File: config.mk
export PLATFORM = sky130hd
export DESIGN_NAME = bsg_chip_link_out_arbiter_flat
export DESIGN_NICKNAME = d
export VERILOG_FILES = /design/src/rtl/bsg_chip_link_out_arbiter_pkg.sv /design/src/rtl/bsg_chip_link_out_arbiter_if.sv /design/src/rtl/bsg_chip_link_out_arbiter_rr.sv /design/src/rtl/bsg_chip_link_out_arbiter.sv /design/src/flat_wrapper.sv
export SDC_FILE = /design/constraint.sdc
export NUM_CORES = 1
export LEC_CHECK = 0
export ABC_AREA = 1
export BUFFER_PORTS_ARGS = -buffer_cell sky130_fd_sc_hd__buf_2
export CORE_MARGIN = 5
export CORE_UTILIZATION = 51
export DETAILED_ROUTE_END_ITERATION = 10
export PLACE_DENSITY = 0.83
export SETUP_SLACK_MARGIN = 0.3
export SYNTH_ARGS = -nofsm -noshare
export SYNTH_HDL_FRONTEND = slang
export SYNTH_HIERARCHICAL = 1
export SYNTH_SLANG_ARGS = --single-unit
File: constraint.sdc
create_clock -name clk_i -period 3.6 [get_ports clk_i]
set_input_delay 0.72 -clock clk_i [delete_from_list [all_inputs] [get_ports clk_i]]
set_output_delay 0.72 -clock clk_i [all_outputs]
set_load 0.01 [all_outputs]
File: src/rtl/bsg_chip_link_out_arbiter_pkg.sv
// Shared types and constants for the chip comm-link output arbiter.
package bsg_chip_link_pkg;

   localparam int unsigned link_width_gp         = 9;
   localparam int unsigned link_payload_width_gp = 8;
   localparam int unsigned link_num_req_gp       = 2;

   typedef struct packed {
      logic                             id;
      logic [link_payload_width_gp-1:0] payload;
   } link_word_s;

   function automatic link_word_s make_link_word(input logic                             id,
                                                 input logic [link_payload_width_gp-1:0] payload);
      link_word_s w;
      w.id      = id;
      w.payload = payload;
      return w;
   endfunction

endpackage

File: src/rtl/bsg_chip_link_out_arbiter_if.sv
// Requester/link-side bundle of the comm-link output arbiter; slave = arbiter side.
interface bsg_chip_link_out_if #(
   parameter int unsigned max_credits_p = 16
);
   import bsg_chip_link_pkg::*;

   localparam int unsigned lg_credits_lp = $clog2(max_credits_p + 1);

   logic [link_num_req_gp-1:0]                            req_v_i;
   logic [link_num_req_gp-1:0][link_payload_width_gp-1:0] req_data_i;
   logic [link_num_req_gp-1:0]                            req_yumi_o;
   logic                                                  link_v_o;
   logic [link_width_gp-1:0]                              link_data_o;
   logic                                                  link_tkn_i;
   logic [lg_credits_lp-1:0]                              credits_o;
   logic                                                  credit_overflow_o;

   modport slave (
      input  req_v_i, req_data_i, link_tkn_i,
      output req_yumi_o, link_v_o, link_data_o, credits_o, credit_overflow_o
   );

   modport master (
      output req_v_i, req_data_i, link_tkn_i,
      input  req_yumi_o, link_v_o, link_data_o, credits_o, credit_overflow_o
   );

endinterface

File: src/rtl/bsg_chip_link_out_arbiter_rr.sv
// Two-input round-robin arbiter (hold_on_valid=0); pointer moves only on an accepted grant.
module bsg_round_robin_arb (
   input  logic       clk_i,
   input  logic       reset_i,
   input  logic [1:0] reqs_i,
   input  logic       yumi_i,
   output logic [1:0] grants_o
);

   logic       r_last;
   logic       w_last_n;
   logic [1:0] w_grant;

   always_comb begin
      w_grant = 2'b00;
      unique case (reqs_i)
         2'b01:   w_grant = 2'b01;
         2'b10:   w_grant = 2'b10;
         2'b11:   w_grant = r_last ? 2'b01 : 2'b10;
         default: w_grant = 2'b00;
      endcase
   end

   always_comb begin
      w_last_n = r_last;
      if (yumi_i && (w_grant != 2'b00)) begin
         w_last_n = w_grant[1];
      end
   end

   // Reset to 1 so requester 0 wins the first contended grant.
   always_ff @(posedge clk_i) begin
      if (reset_i) begin
         r_last <= 1'b1;
      end else begin
         r_last <= w_last_n;
      end
   end

   assign grants_o = w_grant;

endmodule

File: src/rtl/bsg_chip_link_out_arbiter.sv
// Credit-metered, round-robin scheduler of two requesters onto one 9-bit comm-link channel.
// Optional stall counter port enabled by BSG_CHIP_LINK_ARB_STALL_CNT_EN.
module bsg_chip_link_out_arbiter
   import bsg_chip_link_pkg::*;
#(
   parameter int unsigned max_credits_p = 16
) (
   input  logic                    clk_i,
   input  logic                    reset_i,
   bsg_chip_link_out_if.slave      link_if
`ifdef BSG_CHIP_LINK_ARB_STALL_CNT_EN
   ,
   output logic [31:0]             stall_cnt_o
`endif
);

   localparam int unsigned lg_credits_lp = $clog2(max_credits_p + 1);
   localparam logic [lg_credits_lp-1:0] MaxCredits = lg_credits_lp'(max_credits_p);
   localparam logic [lg_credits_lp-1:0] OneCredit  = lg_credits_lp'(1);

   logic [lg_credits_lp-1:0] r_credits;
   logic [lg_credits_lp-1:0] w_credits_n;
   logic                     r_overflow;
   logic                     w_overflow_n;
   logic                     r_link_v;
   link_word_s               r_link_data;
   link_word_s               w_word;
   logic                     w_eligible;
   logic                     w_send;
   logic [1:0]               w_grant;
   logic [1:0]               w_yumi;

   // Only the registered count qualifies a send; a same-cycle token cannot help.
   assign w_eligible = (r_credits != '0) && !reset_i;

   bsg_round_robin_arb u_rr (
      .clk_i    (clk_i),
      .reset_i  (reset_i),
      .reqs_i   (link_if.req_v_i),
      .yumi_i   (w_eligible),
      .grants_o (w_grant)
   );

   assign w_yumi = w_grant & {2{w_eligible}};
   assign w_send = |w_yumi;

   always_comb begin
      w_word = make_link_word(w_yumi[1], link_if.req_data_i[w_yumi[1]]);
   end

   always_comb begin
      w_credits_n  = r_credits;
      w_overflow_n = r_overflow;
      unique case ({w_send, link_if.link_tkn_i})
         2'b10: w_credits_n = r_credits - OneCredit;
         2'b01: begin
            if (r_credits == MaxCredits) begin
               w_overflow_n = 1'b1;
            end else begin
               w_credits_n = r_credits + OneCredit;
            end
         end
         default: w_credits_n = r_credits;
      endcase
   end

   always_ff @(posedge clk_i) begin
      if (reset_i) begin
         r_credits   <= MaxCredits;
         r_overflow  <= 1'b0;
         r_link_v    <= 1'b0;
         r_link_data <= '0;
      end else begin
         r_credits  <= w_credits_n;
         r_overflow <= w_overflow_n;
         r_link_v   <= w_send;
         if (w_send) begin
            r_link_data <= w_word;
         end
      end
   end

`ifdef BSG_CHIP_LINK_ARB_STALL_CNT_EN
   logic [31:0] r_stall_cnt;

   always_ff @(posedge clk_i) begin
      if (reset_i) begin
         r_stall_cnt <= '0;
      end else if ((|link_if.req_v_i) && (r_credits == '0)) begin
         r_stall_cnt <= r_stall_cnt + 32'd1;
      end
   end

   assign stall_cnt_o = r_stall_cnt;
`endif

   assign link_if.req_yumi_o        = w_yumi;
   assign link_if.link_v_o          = r_link_v;
   assign link_if.link_data_o       = r_link_data;
   assign link_if.credits_o         = r_credits;
   assign link_if.credit_overflow_o = r_overflow;

endmodule
File: src/flat_wrapper.sv
// flat-port wrapper written by rule: the top's interface ports become plain ports
module bsg_chip_link_out_arbiter_flat import bsg_chip_link_pkg::*;
#(
   parameter int unsigned max_credits_p = 16
)
  (clk_i, reset_i, link_if_req_v_i, link_if_req_data_i, link_if_link_tkn_i, link_if_req_yumi_o, link_if_link_v_o, link_if_link_data_o, link_if_credits_o, link_if_credit_overflow_o);
  bsg_chip_link_out_if #(.max_credits_p(max_credits_p)) link_if_i ();
  input  logic clk_i;
  input  logic reset_i;
  input wire logic [$bits(link_if_i.req_v_i)-1:0] link_if_req_v_i;
  input wire logic [$bits(link_if_i.req_data_i)-1:0] link_if_req_data_i;
  input wire logic [$bits(link_if_i.link_tkn_i)-1:0] link_if_link_tkn_i;
  output wire logic [$bits(link_if_i.req_yumi_o)-1:0] link_if_req_yumi_o;
  output wire logic [$bits(link_if_i.link_v_o)-1:0] link_if_link_v_o;
  output wire logic [$bits(link_if_i.link_data_o)-1:0] link_if_link_data_o;
  output wire logic [$bits(link_if_i.credits_o)-1:0] link_if_credits_o;
  output wire logic [$bits(link_if_i.credit_overflow_o)-1:0] link_if_credit_overflow_o;
  assign link_if_i.req_v_i = link_if_req_v_i;
  assign link_if_i.req_data_i = link_if_req_data_i;
  assign link_if_i.link_tkn_i = link_if_link_tkn_i;
  assign link_if_req_yumi_o = link_if_i.req_yumi_o;
  assign link_if_link_v_o = link_if_i.link_v_o;
  assign link_if_link_data_o = link_if_i.link_data_o;
  assign link_if_credits_o = link_if_i.credits_o;
  assign link_if_credit_overflow_o = link_if_i.credit_overflow_o;
  bsg_chip_link_out_arbiter #(.max_credits_p(max_credits_p)) u_core (.clk_i(clk_i), .reset_i(reset_i), .link_if(link_if_i));
endmodule
==> flow_metrics.py, run 1 <==
metrics = {
    "status": {
        "status": "completed",
    },
    "sta": {
        "finalCritPeriodShare": 0.749,
        "rsz0062_at_grt": "no",
        "min_period_ns": 2.70,
        "setup_ws_ns": 0.904,
        "slew_viol_final": 0,
        "hold_viol_final": 0,
        "worst_pin_slew_ns": 0.706,
        "maxSlewHeadroom": 0.525,
        "final-setup-viol-count": 0,
        "finClkSkew_ns": 0.00272,
        "fin_setup_tns_ns": 0,
        "max_freq_mhz": 371,
    },
    "final_layout": {
        "drive_gt1_frac": 0.329,
        "regArea_um2": 340,
        "fin_cells": 197,
        "area_growth_pct": 22.6,
        "multi_input_area_um2": 571,
        "finalInstanceArea_um2": 1220,
        "fill_cells": 172,
        "nets": 196,
        "n_antenna_cell": 0,
    },
    "clock_network": {
        "cts_hold_buf": 0,
        "clk_pin_slew_ns": 0.10,
        "clock_path_buffers": 2,
        "post-cts-setup-buffers": 0,
        "h-tree-depth": 1,
        "clock_latency_ns": 0.29,
        "cts.sinks": 17,
        "cts_resized": 0,
        "cts_tree": "done",
        "numCtsBuffers": 3,
        "cts_root_buffer": "clkbuf_4",
    },
    "critical_path": {
        "cp_top_family": "compound AO/OA/AOI/OAI gates",
        "rr_worst_depth": 14,
        "cpMostUsedCell": "buf_2",
        "startpoint_type": "input pin",
        "critPathArrivalTime_ns": 1.98,
        "path_buf_inv": 3,
        "worstPathRequired_ns": 2.88,
        "cp_slowest_stage_delay_ns": 0.57,
        "cp_slowest_cell": "a21boi_0",
        "path_max_fanout": 10,
        "worstPathCellList": "buf_2, a21boi_0, nand3_4, inv_2, buf_2",
        "reg2reg_to": "u_core/link_if.credits_o[4]$_SDFFE_PP1P_",
        "crit_type": "input pin to output port",
        "r2r_start": "u_core/u_rr/r_last$_SDFFE_PP1P_",
        "end_kind": "output port",
        "rrSetupSlack_ns": 1.12,
    },
    "worst_hold_path": {
        "hold_end": "u_core/link_if.credit_overflow_o$_SDFFE_PP0P_",
        "hold_depth": 2,
        "hp-start": "u_core/link_if.credit_overflow_o$_SDFFE_PP0P_",
        "hold_class": "register to register",
    },
    "drt": {
        "drt_first_pass_iters": 4,
        "wire_per_inst_um": 10.8,
        "ant_nets": 0,
        "routed_wl_um": 2120,
        "dr.first_iter.drc_count": 15,
        "vias": 921,
        "drc": 0,
        "vias_per_cell": 4.68,
    },
    "placed_design": {
        "dpl_worst_slack_ns": 0.565,
        "gp_congestion": 0.747,
        "port_buffers": 38,
        "dpl.hpwl_um": 1640,
        "placed_cells": 193,
        "placed_cell_area_um2": 1200,
    },
    "global_routing": {
        "grt_pass1_vias": 779,
        "grtUsageTotal": 0.156,
        "grt_overflow_total": 0,
        "grt_pass1_wl_um": 3290,
        "antenna_found_initial": 0,
        "grt_max_degree": 18,
    },
    "synth": {
        "synth.avg_cell_area_um2": 7.62,
        "syn_nets": 156,
        "synth_cell_types": 26,
        "ys_seq_area_frac": 0.341,
        "ys_ff_latch": 17,
        "synthCells": 131,
        "yosysWarnings": 6,
        "syn_area_um2": 998,
    },
    "power_and_ir_drop": {
        "power_mw": 0.623,
        "peakVddDrop_v": 0.000438,
        "p_per_area_nw_per_um2": 509,
        "leakage_nw": 0.645,
    },
    "run": {
        "cap_violations": 0,
    },
    "die": {
        "core_area_um2": 1920,
        "num_io_pins": 39,
        "rows": 16,
        "die_x_um": 54.2,
        "dieHeight_um": 54.2,
        "dieArea_um2": 2940,
        "initial_core_util": 0.520,
    },
}
==> per-layer routing <==
layer / vias up / track usage / wire, um
li1: 504 / - / -
met1: 394 / 0.197 / 963
met2: 19 / 0.255 / 1020
met3: 4 / 0.0272 / 106
met4: 0 / 0.0747 / 26
met5: - / 0 / 0
==> kinds of logic after synthesis <==
group	after synthesis	share of synthesized area
compound gates	20	0.123
xor+xnor	2	0.0175
fa+ha+maj	4	0.0576
buf+inv	18	0.0877
flops	17	0.341
simple gates	70	0.373
==> synth_stat cells, drive strengths merged <==
cell,instances,area share
a21boi,2,0.015
a21oi,9,0.045
a31oi,1,0.0063
buf,3,0.026
clkinv,1,0.0088
dfxtp,17,0.34
fa,1,0.020
ha,3,0.038
inv,14,0.053
nand2,26,0.12
nand3,14,0.11
nand3b,4,0.030
nand4,1,0.0063
nor2,25,0.11
o211ai,1,0.021
o21ai,7,0.035
xor2,2,0.018
==> flip-flops by register name, summed over array words and instances (netlist names) <==
register,count
u_core/link_if.credit_overflow_o,1
u_core/link_if.credits_o,5
u_core/link_if.link_data_o,9
u_core/link_if.link_v_o,1
u_core/u_rr/r_last,1
==> layout by cell type, fill, tap and decap left out, types with 2 or more instances in the layout <==
cell type | synthesis | final
nor2_1 | 23 | 23
inv_1 | 11 | 11
clkbuf_4 | 0 | 3
buf_2 | 0 | 38
inv_2 | 3 | 3
ha_1 | 3 | 3
nand2_1 | 23 | 23
o21ai_0 | 5 | 5
xor2_1 | 2 | 2
a21oi_1 | 9 | 9
o21ai_1 | 2 | 2
nand3_4 | 3 | 3
dfxtp_1 | 17 | 17
nand3b_1 | 4 | 4
nand3_1 | 10 | 10
nand2_4 | 2 | 2
nor2_4 | 2 | 2
==> worst max path at each step <==
stage / from / endpoint / slack (ns) / depth (start not counted)
4_1_cts: link_if_req_v_i[0] / link_if_req_yumi_o[1] / 0.88 / 5
3_5_place_dp: link_if_req_v_i[0] / u_core/link_if.credits_o[4]$_SDFFE_PP1P_ / 0.57 / 15
2_1_floorplan: link_if_req_v_i[1] / u_core/link_if.credits_o[4]$_SDFFE_PP1P_ / 0.95 / 14
3_3_place_gp: link_if_req_v_i[0] / u_core/link_if.credits_o[4]$_SDFFE_PP1P_ / 0.72 / 15
6_report: link_if_req_v_i[0] / link_if_req_yumi_o[1] / 0.90 / 5
5_1_grt: link_if_req_v_i[0] / u_core/link_if.credits_o[4]$_SDFFE_PP1P_ / 0.65 / 15
==> final cells by class <==
| class | instances | area share |
|---|---|---|
| clock buffer | 3 | 0.0184 |
| clock inverter | 1 | 0.00409 |
| inverter | 15 | 0.0501 |
| multi-input combinational | 96 | 0.466 |
| sequential | 17 | 0.278 |
| tap | 27 | 0.0276 |
| timing repair buffer | 38 | 0.155 |
==> where the power goes <==
part           switching, mW  internal [mW]  total, mW
registers             0.0325          0.218      0.251
logic                  0.155          0.111      0.266
clock network         0.0646         0.0414      0.106
total                  0.252          0.371      0.623
==> tightest hold or removal path, cell delays in order, from the launching register on <==
cell and delay, ns:
dfxtp_1 0.32, inv_1 0.04, a21oi_1 0.05
==> through the flow <==
stage | utilization | hold WS (ns)
detailed placement | 0.622 | 0.439
global route | 0.637 | 0.494
floorplan | - | 0.457
CTS | 0.637 | 0.455
global placement | 0.622 | 0.434
finish | 0.637 | 0.454
Note: power is estimated with default switching activity, not from simulation.
==> run 2: changes to the inputs <==
- ABC_AREA: 1 -> 0
- CORE_UTILIZATION: 51 -> 42
- PLACE_DENSITY: 0.83 -> 0.74
- clock period: 3.6 -> 2.2 ns (I/O delays scaled with it)
==> flow_metrics.py, run 2 <==
metrics = {
    "status": {
        "status": "complete, but fails checks",
        "violations": "negative setup slack",
    },
    "sta": {
        "worst_pin_slew_ns": 0.462,
        "setup_ws_ns": -0.0871,
        "rsz0062_at_grt": "yes",
        "final-setup-viol-count": 2,
        "max_freq_mhz": 437,
        "slew_viol_final": 0,
        "maxSlewHeadroom": 0.691,
        "min_period_ns": 2.29,
        "finalCritPeriodShare": 1.04,
        "hold_viol_final": 0,
        "finClkSkew_ns": 0.00258,
    },
    "placed_design": {
        "dpl_worst_slack_ns": -0.209,
        "dpl.hpwl_um": 2040,
        "gp_congestion": 0.817,
        "port_buffers": 38,
        "placed_cell_area_um2": 1290,
        "placed_cells": 178,
    },
    "critical_path": {
        "rrSetupSlack_ns": -0.09,
        "crit_type": "register to register",
        "cp_slowest_cell": "nor4_4",
        "rr_worst_depth": 8,
        "path_max_fanout": 3,
        "r2r_start": "u_core/link_if.credits_o[1]$_SDFFE_PP0P_",
        "worstPathCellList": "nor4_4, a211oi_4, nand2b_4, fa_2, a21o_1, a2111o_1, o211ai_1, o2111ai_1",
        "end_kind": "register",
        "worstPathRequired_ns": 2.38,
        "critPathArrivalTime_ns": 2.46,
        "cp_slowest_stage_delay_ns": 0.39,
        "startpoint_type": "register",
        "reg2reg_to": "u_core/link_if.credits_o[4]$_SDFFE_PP1P_",
    },
    "clock_network": {
        "clk_pin_slew_ns": 0.11,
        "cts_tree": "done",
        "h-tree-depth": 1,
        "clock_latency_ns": 0.29,
        "cts_root_buffer": "clkbuf_4",
        "cts.sinks": 17,
        "clock_path_buffers": 2,
        "numCtsBuffers": 3,
    },
    "drt": {
        "ant_nets": 0,
        "drt_first_pass_iters": 4,
        "wire_per_inst_um": 14.4,
        "vias": 1009,
        "dr.first_iter.drc_count": 13,
        "routed_wl_um": 2710,
        "drc": 0,
        "vias_per_cell": 5.37,
    },
    "power_and_ir_drop": {
        "leakage_nw": 0.693,
        "p_per_area_nw_per_um2": 1240,
        "peakVddDrop_v": 0.000724,
        "power_mw": 1.72,
    },
    "worst_hold_path": {
        "hold_class": "input pin to register",
        "hold_depth": 3,
        "hp-start": "link_if_req_v_i[1]",
        "hold_end": "u_core/u_rr/r_last$_SDFFE_PP1P_",
    },
    "die": {
        "initial_core_util": 0.430,
        "dieArea_um2": 3260,
        "dieHeight_um": 57.1,
        "core_area_um2": 2170,
        "die_x_um": 57.1,
        "num_io_pins": 39,
        "rows": 17,
    },
    "final_layout": {
        "area_growth_pct": 48.7,
        "n_antenna_cell": 0,
        "final_common_cell": "buf_2",
        "nets": 186,
        "fin_cells": 188,
        "finalInstanceArea_um2": 1390,
        "final_cell_mix": "38 x buf_2, 23 x buf_4, 15 x dfxtp_1",
        "largest_reg_flops": 9,
        "drive_gt1_frac": 0.519,
    },
    "global_routing": {
        "grt_pass1_wl_um": 4560,
        "antenna_found_initial": 0,
        "grt_pass1_vias": 1028,
        "grtUsageTotal": 0.176,
        "grt_overflow_total": 0,
        "grt_max_degree": 19,
    },
    "run": {
        "cap_violations": 0,
    },
    "synth": {
        "ys_seq_area_frac": 0.365,
        "ys_top_cells_by_count": "17 x dfxtp_1, 11 x nor2_1, 8 x a211oi_1, 8 x o22ai_1",
        "synth.avg_cell_area_um2": 9.32,
        "synthArstFlopShare": 0,
        "ys_ff_latch": 17,
        "synth_edf_count": 0,
        "synthCells": 100,
        "synthTopCellsByArea": "dfxtp_1 37%, a211oi_1 6.4%, o22ai_1 5.4%",
        "ys.flop_type": "dfxtp_1",
        "synth_cell_types": 38,
        "syn_area_um2": 932,
        "yosysMostFrequentCell": "dfxtp_1",
        "yosysWarnings": 6,
        "synth_top_area_frac": 0.365,
        "syn_nets": 125,
        "post-synth-top-area-cell": "dfxtp_1",
    },
}
## run 2: cell types whose count changed after synthesis, moves of 6 or more
cell	before	now
inv_1	11	5
o22ai_1	0	8
nand2_1	23	5
nor2_1	23	11
a211oi_1	0	8
nand3_1	10	0
## run 2: layout make-up
type                       instances  area, um^2
inverter                           6        22.5
fill                             196         783
timing repair buffer              61         363
clock buffer                       3        22.5
sequential                        17         345
multi-input combinational         72         593
tap                               28        35.0
clock inverter                     1        5.00
## run 2: cell families after synthesis
logic type / share of synthesized area
adder cells (fa/ha/maj): 0.0618
AO/OA/AOI/OAI: 0.317
AND/OR/NAND/NOR: 0.134
flip-flops: 0.365
multiplexers: 0.0537
XOR/XNOR: 0.0188
buffers and inverters: 0.0497
## run 2: worst max path at each step
stage,start,to,cells after the start
final,u_core/link_if.credits_o[1]$_SDFFE_PP0P_,u_core/link_if.credits_o[4]$_SDFFE_PP1P_,8
after floorplan,u_core/link_if.credits_o[1]$_SDFFE_PP0P_,u_core/link_if.credits_o[4]$_SDFFE_PP1P_,8
after global routing,u_core/link_if.credits_o[1]$_SDFFE_PP0P_,u_core/link_if.credits_o[4]$_SDFFE_PP1P_,8
after detailed placement,link_if_req_v_i[0],u_core/link_if.credits_o[4]$_SDFFE_PP1P_,10
after global placement,link_if_req_v_i[0],u_core/link_if.credits_o[4]$_SDFFE_PP1P_,10
after CTS,u_core/link_if.credits_o[2]$_SDFFE_PP0P_,u_core/link_if.credits_o[4]$_SDFFE_PP1P_,8
## run 2: critical path, delay by kind of cell (launching register included)
family,cells,cell delay (ns)
AOI/OAI and AO/OA,5,0.90
and+or+nand+nor,2,0.56
DFF,1,0.37
adders and majority gates,1,0.34
## run 2: layer usage
metal	global-route usage	wire, um	up-vias
li1	-	-	493
met1	0.198	1080	480
met2	0.320	1400	34
met3	0.0430	215	2
met4	0.0596	10	0
met5	0	0	-
## run 2: repair_timing
action,4_1_cts,5_1_grt
resized for setup,4,0
setup buffers,4,2
pin swaps,10,4
hold buffers,0,0
setup endpoints to repair,6,7
## run 2: report_power, final
| group | leakage [nW] | switching [mW] | internal [mW] |
|---|---|---|---|
| Sequential | 0.142 | 0.0574 | 0.397 |
| Clock | 0.0177 | 0.109 | 0.0676 |
| Combinational | 0.534 | 0.517 | 0.566 |
## run 2: stage by stage
step	setup TNS (ns)	hold WS, ns	util
after floorplan	-0.204	0.505	-
after CTS	-0.0886	0.429	0.632
after global routing	-0.333	0.438	0.639
after detailed placement	-0.209	0.465	0.596
final	-0.0998	0.434	0.639
after global placement	-0.114	0.462	0.596
